<file path="config.mk">
export PLATFORM = sky130hd
export DESIGN_NAME = bcd_timer_display
export DESIGN_NICKNAME = d
export VERILOG_FILES = /design/src/rtl/bcd_timer_display.sv
export SDC_FILE = /design/constraint.sdc
export NUM_CORES = 1
export LEC_CHECK = 0
export ABC_AREA = 0
export BUFFER_PORTS_ARGS = -buffer_cell sky130_fd_sc_hd__buf_4
export CORE_UTILIZATION = 52
export DETAILED_ROUTE_END_ITERATION = 7
export HOLD_SLACK_MARGIN = 0.15
export PLACE_DENSITY = 0.84
export SYNTH_ARGS = -nofsm -noshare
export SYNTH_HDL_FRONTEND = slang
export SYNTH_SLANG_ARGS = --single-unit
</file>
<file path="constraint.sdc">
create_clock -name clk -period 2.65 [get_ports clk]
set_input_delay 0.53 -clock clk [delete_from_list [all_inputs] [get_ports clk]]
set_output_delay 0.53 -clock clk [all_outputs]
set_load 0.02 [all_outputs]
</file>
<file path="src/rtl/bcd_timer_display.sv">
// Multi-digit BCD up/down timer with an internal tick prescaler and active-low 7-segment outputs.
// The count is held in BCD throughout, so each digit drives its display decoder directly.
module bcd_timer_display #(
    parameter int                   DIGITS    = 2,
    parameter int                   CLK_DIV   = 25000000,
    parameter logic [DIGITS*4-1:0]  RESET_VAL = 8'h30,
    parameter bit                   BLANK_LZ  = 1'b0
) (
    input  logic                  clk,
    input  logic                  reset,
    input  logic                  sw,
    input  logic                  pause,
    input  logic                  wrap,
    input  logic                  load,
    input  logic [DIGITS*4-1:0]   load_val,
    output logic [DIGITS*4-1:0]   count_bcd,
    output logic [DIGITS*7-1:0]   seg,
    output logic                  tc,
    output logic                  expired
);

    localparam int            PW       = (CLK_DIV > 2) ? $clog2(CLK_DIV) : 1;
    localparam logic [PW-1:0] PRE_LAST = PW'(CLK_DIV - 1);

    logic [PW-1:0]          presc_reg;
    logic [DIGITS*4-1:0]    count_reg;
    logic                   tc_reg;
    logic                   expired_reg;

    logic [DIGITS*4-1:0]    count_up;
    logic [DIGITS*4-1:0]    count_dn;
    logic [DIGITS*4-1:0]    load_clamped;
    logic [DIGITS:0]        carry;
    logic [DIGITS:0]        borrow;
    logic [DIGITS:0]        zero_above;
    logic                   at_term;

    function automatic logic [6:0] seg7(input logic [3:0] d);
        case (d)
            4'd0:    seg7 = 7'b1000000;
            4'd1:    seg7 = 7'b1111001;
            4'd2:    seg7 = 7'b0100100;
            4'd3:    seg7 = 7'b0110000;
            4'd4:    seg7 = 7'b0011001;
            4'd5:    seg7 = 7'b0010010;
            4'd6:    seg7 = 7'b0000010;
            4'd7:    seg7 = 7'b1111000;
            4'd8:    seg7 = 7'b0000000;
            4'd9:    seg7 = 7'b0010000;
            default: seg7 = 7'b1111111;
        endcase
    endfunction

    assign carry[0]           = 1'b1;
    assign borrow[0]          = 1'b1;
    assign zero_above[DIGITS] = 1'b1;

    // Per-digit carry/borrow ripple; carry[DIGITS] means all 9s, borrow[DIGITS] means all 0s.
    generate
        for (genvar gi = 0; gi < DIGITS; gi++) begin : g_digit
            logic [3:0] d;
            logic [3:0] lv;
            assign d  = count_reg[4*gi +: 4];
            assign lv = load_val[4*gi +: 4];

            assign carry[gi+1]  = carry[gi]  & (d == 4'd9);
            assign borrow[gi+1] = borrow[gi] & (d == 4'd0);
            assign count_up[4*gi +: 4] = !carry[gi]  ? d : ((d == 4'd9) ? 4'd0 : d + 4'd1);
            assign count_dn[4*gi +: 4] = !borrow[gi] ? d : ((d == 4'd0) ? 4'd9 : d - 4'd1);
            assign load_clamped[4*gi +: 4] = (lv > 4'd9) ? 4'd9 : lv;

            assign zero_above[gi] = zero_above[gi+1] & (d == 4'd0);

            if (gi == 0) begin : g_lsd
                assign seg[6:0] = seg7(d);
            end else begin : g_msd
                assign seg[7*gi +: 7] = (BLANK_LZ && zero_above[gi]) ? 7'b1111111 : seg7(d);
            end
        end
    endgenerate

    assign at_term = sw ? carry[DIGITS] : borrow[DIGITS];

    always_ff @(posedge clk or negedge reset) begin
        if (!reset) begin
            presc_reg   <= '0;
            count_reg   <= RESET_VAL;
            tc_reg      <= 1'b0;
            expired_reg <= 1'b0;
        end else begin
            tc_reg <= 1'b0;
            if (load) begin
                count_reg   <= load_clamped;
                presc_reg   <= '0;
                expired_reg <= 1'b0;
            end else if (!pause) begin
                if (presc_reg == PRE_LAST) begin
                    presc_reg <= '0;
                    if (at_term && !wrap) begin
                        expired_reg <= 1'b1;
                    end else begin
                        // Incrementing all 9s or decrementing all 0s naturally wraps to the opposite end.
                        count_reg   <= sw ? count_up : count_dn;
                        expired_reg <= 1'b0;
                        tc_reg      <= at_term;
                    end
                end else begin
                    presc_reg <= presc_reg + PW'(1);
                end
            end
        end
    end

    assign count_bcd = count_reg;
    assign tc        = tc_reg;
    assign expired   = expired_reg;

endmodule
</file>
After elaboration in Yosys (flattened, before gate mapping). Memories as Yosys holds them, arrays and structs flattened. Index checks and enable logic that the tools add are counted.

Add/subtract/negate cells: 5. $lt $le $gt $ge: 2. Equal/unequal tests: 6. Muxes and demuxes: 25. Bitwise logic cells: 2. Reduce and logical (&&, ||, !) cells: 9.

Operators with widths (count): 25-bit 2-to-1 mux (3); 8-bit 2-to-1 mux (5); 4-bit 2-to-1 mux (8); 25-bit by 1-bit adder with 25-bit output, second input constant (1); 25-bit equality test, second input constant (1); 1-bit 2-to-1 mux (9); 4-bit by 1-bit adder with 4-bit output, second input constant (2); 4-bit equality test, second input constant (2); 4-bit greater-than comparator, second input constant (2); 4-bit zero test (2); 4-bit by 1-bit subtractor with 4-bit output, second input constant (2); 5-bit AND reduction (1); 3-bit by 1-bit != test with 1-bit output, second input constant (1); 3-bit AND reduction (1); 3-bit nonzero test (1); 1-bit bitwise AND (2); 2-bit by 1-bit != test with 1-bit output, second input constant (1); 2-bit != test, second input constant (1); 2-bit AND reduction (1); 2-bit nonzero test (1); 1-bit logical AND (1); 1-bit zero test (1).

Bits in registers: 35. Memory bits (read-only): 224. Output and inout bits: 24. Memories: 2.

Memories: (name not given) (depth 16, bits a word 7, read ports 1, clocked after Yosys merged registers in 0, write ports 0, RTL line 39) `case (d)`; (name not given) (depth 16, bits a word 7, read ports 1, clocked after Yosys merged registers in 0, write ports 0, RTL line 39).

Logic depth before layout (Yosys ltp).
Depth after elaboration: 8. Depth in mapped cells: 7.

Least setup slack after synthesis. No wires, ideal clock.

Kind: register to register. Start point: register presc_reg[15]. End point: register count_reg[6] (netlist: count_bcd[6]). Setup time: 0.125 ns. Arrival time: 2.354 ns. Setup slack: 0.171 ns. Cell stages (with the launch flop): 7. Path buffers: 1. Period minus slack after synthesis: 2.479 ns. Cells stage by stage: dfrtp_1 > buf_6 > or4b_4 > or4_4 > nor3_4 > a21oi_4 > mux2_4.

Longest elaborated chain between the ends: 3.

RTL lines: from (decl) (RTL line 25) `logic [PW-1:0] presc_reg;`; from (signal assigned) (RTL line 108) `presc_reg <= presc_reg + PW'(1);`; 25-bit equality test (RTL line 97) `if (presc_reg == PRE_LAST) begin`; 2-bit nonzero test (no line); 5-bit AND reduction (no line); to (signal assigned) (RTL line 93) `count_reg <= load_clamped;`; to (signal assigned) (RTL line 103) `count_reg <= sw ? count_up : count_dn;`; to (decl) (RTL line 26) `logic [DIGITS*4-1:0] count_reg;`.

No other way between the ends. A chain may end at the register's enable or synchronous reset.

Worst setup path in the final report.
Start point: register presc_reg[10]. End point: register count_reg[6] (netlist: count_bcd[6]).

Same word-level chain as after synthesis.

==> results.yml <==
timing:
  finalHoldViolCount: 0
  worst_slew_pin_slew_ns: 0.8187
  rsz0062_at_grt: "false"
  final.setup.tns_ns: 0
  skew_ns: 0.007613
  finalCritPeriodShare_pct: 94.98
  slew_headroom_pct: 45.42
  finalWorstSetupSlack_ns: 0.1329
  fmaxAchievable_ghz: 0.3973
  min_period_ns: 2.517
  setup_violations: 0
  final_max_slew_viol_count: 0
worst_setup_path:
  slowest_stage: "or4_4"
  slowest_delay_ns: 0.58
  end_kind: "register"
  cp.required_ns: 2.83
  path_delay_family: "simple AND/OR/NAND/NOR gates"
  critPathLaunchType: "register"
  crit_arrival_ns: 2.70
  reg2reg_depth: 5
  crit_fanout: 7
  rrSetupSlack_ns: 0.13
  crit_chain: "or4b_4 -> or4_4 -> nor3_4 -> a21oi_4 -> mux2_4"
  worst-path-buf-inv: 0
  timing.rr.end: "count_bcd[6]"
  reg2reg_from: "presc_reg[10]"
  critPathKind: "reg -> reg"
clock_tree:
  cts.htree.levels: 2
  post_cts_resized: 0
  cts_buffers: 5
  clockBufferDepth: 2
  ctsHoldBuffers: 0
  path_clk_slew_ns: 0.07
  tritoncts: "built"
  post-cts-setup-buffers: 0
  root_buffer: "clkbuf_8"
  cts_sinks: 35
  clk_latency_ns: 0.29
place:
  preCtsSetupSlack_ns: 0.1594
  port_buffers: 37
  gp_congestion: 0.8945
  dp_hpwl_um: 4881
synth:
  syn_inst: 337
  synthSimpleGateAreaFrac_pct: 27.20
  synth_top_family_by_area: "simple AND/OR/NAND/NOR gates"
  ys.flop_type: "dfrtp_1"
  synth_compound_area_share_pct: 24.38
  ys_warn_count: 0
  synthArstFlopShare_pct: 100.0
  syn_area_per_cell_um2: 8.027
  synth_mux_area_share_pct: 3.330
  synth_xor_area_share_pct: 2.266
  synthAdderAreaFrac_pct: 5.088
  syn-num-nets: 362
  synth_edf_count: 0
  synth-seq-cells: 35
  ys_seq_area_share_pct: 32.47
  synth_cell_types: 56
  netlist_area_mm2: 0.002705
power_and_ir_drop:
  leakagePower_uw: 0.001334
  ir_drop_mv: 0.3739
  p_per_area_mw_per_mm2: 529.6
floorplan:
  die_w_um: 74.13
  core.rowCount: 25
  core_area_mm2: 0.004848
  dieArea_mm2: 0.005495
  pin_count: 38
  start_util_pct: 55.79
  die_h_um: 74.13
drt:
  via_count: 2711
  routed_via_density: 6.106
  drtIter0Drc: 142
  drt.antenna.violating_nets: 0
  routed_wl_um: 6906
  drc_errors: 0
  drt_pass1_iterations: 6
  wl_per_cell_um: 15.55
cells_and_area:
  diodes: 0
  area_growth_pct: 17.30
  seqCellArea_um2: 878.3
  multiInputGateArea_mm2: 0.001684
  largest_register_ffs: 25
  fin_nets: 401
  nFillCells: 428
  layout-drive-gt1-share_pct: 19.63
global_route:
  grt_pass1_wl_um: 11330
  track_usage_pct: 26.92
  antenna_found_initial: 0
  grt_pass1_vias: 2497
  grt_max_degree: 41
  grt-ovfl-total: 0
status:
  status: "finished, final reports clean"
job:
  cap_viol_max_count: 0
min_path:
  hold_path_class: "in -> async"
## cells in the mapped netlist (all sizes together) (2+ instances only)
cell	count	area, um2
nand4b	4	35.03
nand3	17	85.08
a21o	2	15.01
ha	11	137.6
inv	19	71.32
nand2	33	123.9
or4	5	45.04
nand2b	4	25.02
a31oi	9	56.30
o21a	3	23.77
dfrtp	33	825.8
nor2	21	78.83
o211ai	3	22.52
xor2	2	17.52
o31ai	4	30.03
and3	4	26.28
o2bb2ai	4	35.03
dfstp	2	52.55
nor2b	3	18.77
a2bb2oi	2	17.52
mux2	2	30.03
or2	3	18.77
or3	3	18.77
clkbuf	13	48.80
o22ai	3	18.77
a21oi	38	201.5
mux2i	6	60.06
a211o	2	17.52
buf	3	18.77
o21ai	20	100.1
a211oi	3	22.52
or4b	3	33.78
nor3	16	91.34
xnor2	5	43.79
nand4	9	56.30
nand3b	3	22.52
o32ai	4	35.03
nor4	5	31.28
## per-layer routing
layer	track usage (%)	vias up	wire [um]
li1	-	1327	-
met1	33.80	1265	3061
met2	46.06	101	3281
met3	5.014	18	428
met4	10.26	0	135
met5	0	-	0
## layout make-up
class | count | area share, %
Multi-Input combinational cell | 266 | 53.08
Sequential cell | 35 | 27.68
Timing Repair Buffer | 48 | 11.36
Clock buffer | 7 | 2.721
Tap cell | 67 | 2.642
Inverter | 20 | 2.366
Clock inverter | 1 | 0.1577
## how the worst max path moves through the flow
stage,start,endpoint,cells past startpoint
floorplan,presc_reg[15],count_bcd[6],6
global placement,presc_reg[10],count_bcd[6],5
detailed placement,presc_reg[10],count_bcd[6],5
CTS,presc_reg[10],count_bcd[6],5
global route,count_bcd[1],count_bcd[3],7
finish,presc_reg[10],count_bcd[6],5
## power by group
| group | total [uW] | leakage, uW | internal [uW] | switching (uW) |
|---|---|---|---|---|
| registers | 621 | 0.000470 | 563 | 57.8 |
| clock network | 404 | 0.0000482 | 210 | 194 |
| logic | 655 | 0.000816 | 277 | 378 |
| total | 1680 | 0.00133 | 1050 | 630 |
## placed cells by master (no fill, tap or decap), types with 4 or more instances in the layout
cell	count
a21oi_1	37
a31oi_1	9
buf_4	48
clkbuf_8	6
dfrtp_1	33
ha_1	11
inv_1	19
mux2i_1	6
nand2_1	33
nand2b_1	4
nand3_1	17
nand4_1	9
nand4b_1	4
nor2_1	21
nor3_1	15
nor4_1	5
o21ai_0	20
o2bb2ai_1	4
o31ai_1	4
o32ai_1	4
xnor2_1	5
## stage by stage
step | power [uW] | cell area, um2 | hold slack [ns] | instances | util [%]
2_1_floorplan | 1041 | 2705 | 0.2344 | 337 | -
3_3_place_gp | 1270 | 3082 | 0.5048 | 436 | 63.56
3_5_place_dp | 1281 | 3082 | 0.5103 | 436 | 63.56
4_1_cts | 1685 | 3173 | 0.1931 | 444 | 65.45
5_1_grt | 1783 | 3173 | 0.2137 | 444 | 65.45
6_report | 1681 | 3173 | 0.1810 | 444 | 65.45
## logic make-up after synthesis
| kind of cell | after synthesis |
|---|---|
| AO/OA/AOI/OAI | 104 |
| XOR/XNOR | 7 |
| adder cells (fa/ha/maj) | 11 |
| buffers and inverters | 36 |
| flip-flops | 35 |
| multiplexers | 8 |
| AND/OR/NAND/NOR | 136 |
No activity file was read; power rests on OpenSTA's default activity.
